<file path="config.mk">
export PLATFORM = sky130hd
export DESIGN_NAME = cdc_event_tx
export DESIGN_NICKNAME = d
export VERILOG_FILES = /design/src/rtl/cdc_event_tx.sv
export SDC_FILE = /design/constraint.sdc
export NUM_CORES = 1
export LEC_CHECK = 0
export CORE_ASPECT_RATIO = 0.75
export CORE_MARGIN = 2
export CORE_UTILIZATION = 45
export CTS_CLUSTER_DIAMETER = 50
export DETAILED_ROUTE_END_ITERATION = 7
export PLACE_DENSITY = 0.83
export SYNTH_ARGS = -nofsm -noshare
export SYNTH_HDL_FRONTEND = slang
export SYNTH_SLANG_ARGS = --single-unit
</file>
<file path="constraint.sdc">
create_clock -name clock -period 1.7 [get_ports clock]
set_input_delay 0.34 -clock clock [delete_from_list [all_inputs] [get_ports clock]]
set_output_delay 0.34 -clock clock [all_outputs]
set_load 0.05 [all_outputs]
</file>
<file path="src/rtl/cdc_event_tx.sv">
// Sends payloads across a clock boundary with a 4-phase req/ack handshake. tx_req/tx_data register on the accept edge.
// One event is in flight at a time. event_ready is low outside IDLE or while the synchronized ack is high. Events refused then are counted in drop_count.
module cdc_event_tx #(
    parameter int DATA_WIDTH  = 8,
    parameter int SYNC_STAGES = 2
) (
    input  logic                  clock,
    input  logic                  reset_s2_n,
    input  logic                  event_valid,
    input  logic [DATA_WIDTH-1:0] event_data,
    output logic                  event_ready,
    output logic                  tx_req,
    output logic [DATA_WIDTH-1:0] tx_data,
    input  logic                  tx_ack,
    output logic                  done,
    output logic [7:0]            drop_count
);

    typedef enum logic [1:0] {
        IDLE     = 2'd0,
        REQ_HIGH = 2'd1,
        REQ_LOW  = 2'd2
    } state_t;

    state_t                  state_q;
    logic                    tx_req_q;
    logic [DATA_WIDTH-1:0]   tx_data_q;
    logic                    done_q;
    logic [7:0]              drop_q;
    logic [7:0]              drop_d;
    logic [SYNC_STAGES-1:0]  sync_q;
    logic                    ack_s;

    // Only sync_q[0] ever samples the asynchronous tx_ack.
    always_ff @(posedge clock or negedge reset_s2_n) begin
        if (!reset_s2_n) begin
            sync_q <= '0;
        end else begin
            sync_q <= {sync_q[SYNC_STAGES-2:0], tx_ack};
        end
    end

    assign ack_s       = sync_q[SYNC_STAGES-1];
    assign event_ready = (state_q == IDLE) && !ack_s;

    always_comb begin
        drop_d = drop_q;
        if (event_valid && !event_ready && (drop_q != 8'hFF)) begin
            drop_d = drop_q + 8'd1;
        end
    end

    always_ff @(posedge clock or negedge reset_s2_n) begin
        if (!reset_s2_n) begin
            drop_q <= '0;
        end else begin
            drop_q <= drop_d;
        end
    end

    // A stale ack left high in IDLE holds event_ready low until it clears.
    always_ff @(posedge clock or negedge reset_s2_n) begin
        if (!reset_s2_n) begin
            state_q   <= IDLE;
            tx_req_q  <= 1'b0;
            tx_data_q <= '0;
            done_q    <= 1'b0;
        end else begin
            done_q <= 1'b0;
            case (state_q)
                IDLE: begin
                    if (event_valid && event_ready) begin
                        tx_data_q <= event_data;
                        tx_req_q  <= 1'b1;
                        state_q   <= REQ_HIGH;
                    end
                end
                REQ_HIGH: begin
                    if (ack_s) begin
                        tx_req_q <= 1'b0;
                        state_q  <= REQ_LOW;
                    end
                end
                REQ_LOW: begin
                    if (!ack_s) begin
                        done_q  <= 1'b1;
                        state_q <= IDLE;
                    end
                end
                default: begin
                    tx_req_q <= 1'b0;
                    state_q  <= IDLE;
                end
            endcase
        end
    end

    assign tx_req     = tx_req_q;
    assign tx_data    = tx_data_q;
    assign done       = done_q;
    assign drop_count = drop_q;

endmodule
</file>
* After elaboration in Yosys (flattened, before gate mapping)
Index checks and enable logic that the tools add are counted.
** Cells by class
- $lt $le $gt $ge :: 0
- Shift operators :: 0
- Bitwise gates (word level) :: 1
- Equal/unequal tests :: 6
- $mul :: 0
- Multiplexer cells :: 9
- Add/subtract/negate cells :: 1
- Div/mod/pow operators :: 0
- Reduce and logical (&&, ||, !) cells :: 10
** Operators by type and width (number)
- 8-bit by 1-bit adder with 8-bit output, second input constant :: 1
- 8-bit != test, second input constant :: 1
- 2-bit two-way mux :: 3
- 2-bit case mux with 3 select lines :: 1
- 3-bit AND reduction :: 2
- 1-bit logical AND :: 4
- 1-bit two-way mux :: 4
- 2-bit != test, second input constant :: 2
- 1-bit case mux with 3 select lines :: 1
- 2-bit by 1-bit == test with 1-bit output, second input constant :: 1
- 2-bit == test, second input constant :: 1
- 1-bit zero test :: 2
- 2-bit zero test :: 1
- 2-bit by 1-bit != test with 1-bit output, second input constant :: 1
- 2-bit AND reduction :: 1
- 1-bit inverter :: 1
** Storage, ports and cells
- ROM bits :: 0
- Memories :: 0
- Bits in registers :: 22
- RAM bits :: 0
- Bits of input ports :: 12
- Word-level logic and storage cells :: 33
- Output and inout bits :: 19
- Latch bits :: 0

* Depth between registers and ports, before layout
- Depth in word-level cells :: 5
- Mapped depth :: 4
- Gate-level depth less buffers :: 4

* Least setup slack after synthesis
Ideal clock, no wire load.
- Path type :: register -> register
- Start :: reg drop_q[0] (netlist: drop_count[0])
- End :: reg drop_q[6] (netlist: drop_count[6])
- Buffers on the path :: 0
- Library setup time :: 0.128 ns
- Clock period less this slack :: 1.872 ns
- Arrival :: 1.744 ns
- Setup slack :: -0.172 ns
- Data required time :: 1.572 ns
- Cell stages (with the launch flop) :: 5
- Cell sequence :: dfrtp_1 > ha_1 > nand4_4 > nor4bb_2 > mux2_1
** On the way
- Longest elaborated chain between the ends :: 2
- Elaborated cells between the ends (all ways) :: 3
- Classes of those cells :: add/sub (1); eq/ne (1); reduce/logical (1)
** RTL lines
- start: declaration :: RTL line 29 : logic [7:0] drop_q;
- start signal: assignment :: RTL line 57 : drop_q <= drop_d;
- branches (longest 2 deep; another with 8-bit by 1-bit adder with 8-bit output)
Several ways; the timed one is not identified.
A chain may end at the register's enable or synchronous reset.

* Worst setup path in the final report
- Start :: reg sync_q[1]
- End :: out event_ready
** On the way
- Longest elaborated chain between the ends :: 2
** RTL lines
- start: declaration :: RTL line 31 : logic [SYNC_STAGES-1:0] sync_q;
- start signal: assignment :: RTL line 39 : sync_q <= {sync_q[SYNC_STAGES-2:0], tx_ack};
- 1-bit zero test
- 1-bit logical AND :: RTL line 44 : assign event_ready = (state_q == IDLE) && !ack_s;
- end: declaration :: RTL line 11 : output logic event_ready,
No other way between the ends.

==> metrics.log <==
[metrics] status: completed
[metrics] total I/O pin count: 31
[metrics] vias per cell: slightly above 5
[metrics] most frequently used flop master after synthesis: sky130_fd_sc_hd__dfrtp_1
[metrics] period utilisation layout: just over 90%
[metrics] weighted congestion at the end of routability-driven global placement: roughly 0.74
[metrics] post-detailed-route DRC marker count: 0
[metrics] Max Fclk: about 640 MHz
[metrics] synthesized area per cell: 14.9 um2
[metrics] power per unit of standard cell area: between 1500 and 2000 nW/um2
[metrics] row count: 14
[metrics] GR Overflow Total: 0
[metrics] worst slew pin tran: approximately 0.31 ns
[metrics] CP delay by family, top: flip-flops
[metrics] total of fill cells in the finished design: about 150
[metrics] clock transition at the registers of the reported paths: between 0.1 and 0.15 ns
[metrics] Synth Instances: 66
[metrics] later-pin clock latency in the skew report: around 0.3 ns
[metrics] Final #Nets: roughly 120
[metrics] post-layout instance count excluding filler cells: roughly 130
[metrics] cell area after placement: roughly 1300 um2
[metrics] die span in x: 57.9 um
[metrics] post-route design area: 1350 um2
[metrics] number of global-route vias before repair: 602
[metrics] fraction of the core area covered by cells at the end of the flow: approximately 66%
[metrics] relative slew slack: about four fifths
[metrics] TritonCTS clock tree: yes
[metrics] Clock Tree Root: sky130_fd_sc_hd__clkbuf_4
[metrics] clock skew: roughly 0.0034 ns
[metrics] TritonRoute pass-1 iters: 4
[metrics] layout cell share with drive strength beyond 1: between 40% and 50%
[metrics] number of distinct standard cells referenced by the synthesized netlist: 28
[metrics] Critical Path Sink Type: output port
[metrics] netlist area before placement: between 900 and 1000 um2
[metrics] die height: 44.5 um
[metrics] average wire per standard cell: about 14 um
[metrics] clock buffer depth: 2
[metrics] reg-to-reg setup timing slack: about 0.14 ns
[metrics] maximum ir drop on the vdd rail: approximately 1.2 mV
[metrics] Post-synth ARST share: 100%
[metrics] area overhead of the layout relative to synthesis: 37.5%
[metrics] Final min period: ~1.6 ns
[metrics] critical path buffer and inverter count: 1
[metrics] CP startpoint kind: register
[metrics] count of final hold-check violations: 0
[metrics] number of slew-limit violations in the final report: 0
[metrics] starting density of the core: 48.3%
[metrics] Die Area: 2580 um2
[metrics] share of the yosys chip area belonging to registers: a little under three fifths
[metrics] data arrival time of the worst path: 1.23 ns
[metrics] CP max stage cell: sky130_fd_sc_hd__dfrtp_1
[metrics] class of the most critical hold timing path: reg -> reg
[metrics] CTS HTree Levels: 1
[metrics] number of antenna violations at the first check in global routing: 0
[metrics] flip-flop and latch count after synthesis: 22
[metrics] max-cap violations: 0
[metrics] wire length of the first global-routing pass: roughly 3.0 mm
[metrics] Final Power: between 2 and 2.5 mW
[metrics] Post-synth EDFFs: 0
[metrics] Inserted Clock Buffers: 3
[metrics] Crit Path Class: reg -> out
[metrics] CP cell instances: nor3_4 > buf_12
[metrics] number of nets still failing antenna checks after routing: 0
[metrics] hold slack final: approximately 0.36 ns
[metrics] DP Wirelength: about 1.4 mm
[metrics] number of cells after detailed placement: 121
[metrics] Setup Fix Bufs, Post-CTS: 0
[metrics] number of DRC markers in iteration 0: 27
[metrics] routed via count: about 640
[metrics] number of buffers added on ports: 30
[metrics] standard cell core area: slightly above 2000 um2
[metrics] number of inserted diodes: 0
[metrics] leakage power figure: 0.597 nW
[metrics] Synth Net Count: 79
[metrics] TritonCTS sink count: 22
[metrics] final routed wirelength across all metal layers: 1.81 mm
[metrics] Slowest Stage Delay on Critical Path: roughly 0.46 ns
[metrics] unrepaired setup endpoints after global routing: false
[metrics] number of warnings printed during yosys synthesis: 0
[metrics] worst endpoint required time: 1.36 ns
[metrics] overall track demand over capacity in global routing: between 15 and 20%
[metrics] worst-path maximum fanout: 5
[metrics] maximum number of pins on one net before global-route repair: 23
[metrics] hold buffers post-CTS: 0
[metrics] total setup violations reported at the end of the flow: 0
## final timing paths
check / start / endpoint / cells past startpoint
worst min register to register: sync_q[0] / sync_q[1] / 0
worst max register to register: drop_count[0] / drop_count[6] / 4
min in group asynchronous: reset_s2_n / drop_count[5] / 2
worst max-delay path: sync_q[1] / event_ready / 2
worst min-delay path: sync_q[0] / sync_q[1] / 0
max in group asynchronous: reset_s2_n / drop_count[0] / 2
## area by class of cell
class	count	area (um2)	share of cell area (%)
tap	24	30.0	2.22
timing repair buffer	32	318	23.5
sequential	22	553	41.0
multi-input combinational	43	423	31.3
clock buffer	4	26.3	1.95
## sequential cells by signal (all words and copies together), names as in the netlist
register / flops
done: 1
state_q: 2
tx_data: 8
drop_count: 8
tx_req: 1
sync_q: 2
## report_power, final
part           leakage, nW  switching (mW)  internal (mW)
Combinational        0.315           0.671          0.494
Clock               0.0150           0.148         0.0914
Sequential           0.267           0.165          0.667
Total                0.597           0.984           1.25
## metal layers
| metal | share of wire (%) | vias up | track usage [%] |
|---|---|---|---|
| met4 | 1.5 | 0 | 6.98 |
| met2 | 47 | 12 | 23.6 |
| met3 | 3.3 | 2 | 4.39 |
| li1 | - | 309 | - |
| met1 | 48 | 316 | 22.2 |
| met5 | 0 | - | 0 |
## placed cells by master (no fill, tap or decap), drive strengths merged
| master | count |
|---|---|
| and2 | 3 |
| nor4bb | 1 |
| and3 | 1 |
| nor3b | 1 |
| xor2 | 1 |
| nand2b | 1 |
| clkdlybuf4s50 | 11 |
| nor2 | 1 |
| dfrtp | 22 |
| o211ai | 2 |
| buf | 21 |
| a21oi | 1 |
| o21ai | 2 |
| mux2 | 12 |
| clkbuf | 4 |
| nor3 | 1 |
| ha | 1 |
| o2111ai | 1 |
| nand4 | 3 |
| o31a | 1 |
| nand2 | 3 |
| xnor2 | 4 |
| nand3 | 1 |
| o21a | 1 |
| and4 | 1 |
## stage by stage
stage               setup TNS [ns]  setup slack (ns)
floorplan                   -0.340           -0.0420
finish                           0             0.132
detailed placement               0            0.0174
global route                     0            0.0352
global placement                 0            0.0691
CTS                              0            0.0878
## cell families (layout without fill, tap and decap cells)
family / Yosys count / in the layout / share of synthesized area [%]
xor gates and xnor gates: 5 / 5 / 4.46
DFF: 22 / 22 / 56.1
muxes: 12 / 12 / 16.8
adders and majority gates: 1 / 1 / 1.27
AOI/OAI and AO/OA: 8 / 8 / 6.11
buffers and inverters: 1 / 36 / 1.15
and+or+nand+nor: 17 / 17 / 14.1
## repair_timing
action | in CTS | in global routing
endpoints found under the hold margin | 0 | 0
setup endpoints to repair | 0 | 1
resized for setup | 0 | 1
## cell usage after synthesis (2+ instances only)
library cell                n  area [um2]
sky130_fd_sc_hd__mux2_4     8         120
sky130_fd_sc_hd__nand2_1    3        11.3
sky130_fd_sc_hd__mux2_2     3        33.8
sky130_fd_sc_hd__xnor2_1    4        35.0
sky130_fd_sc_hd__and2_1     2        12.5
sky130_fd_sc_hd__dfrtp_1   22         551
sky130_fd_sc_hd__o211ai_1   2        15.0
sky130_fd_sc_hd__nand4_1    2        12.5
Note: power is estimated with default switching activity, not from simulation.
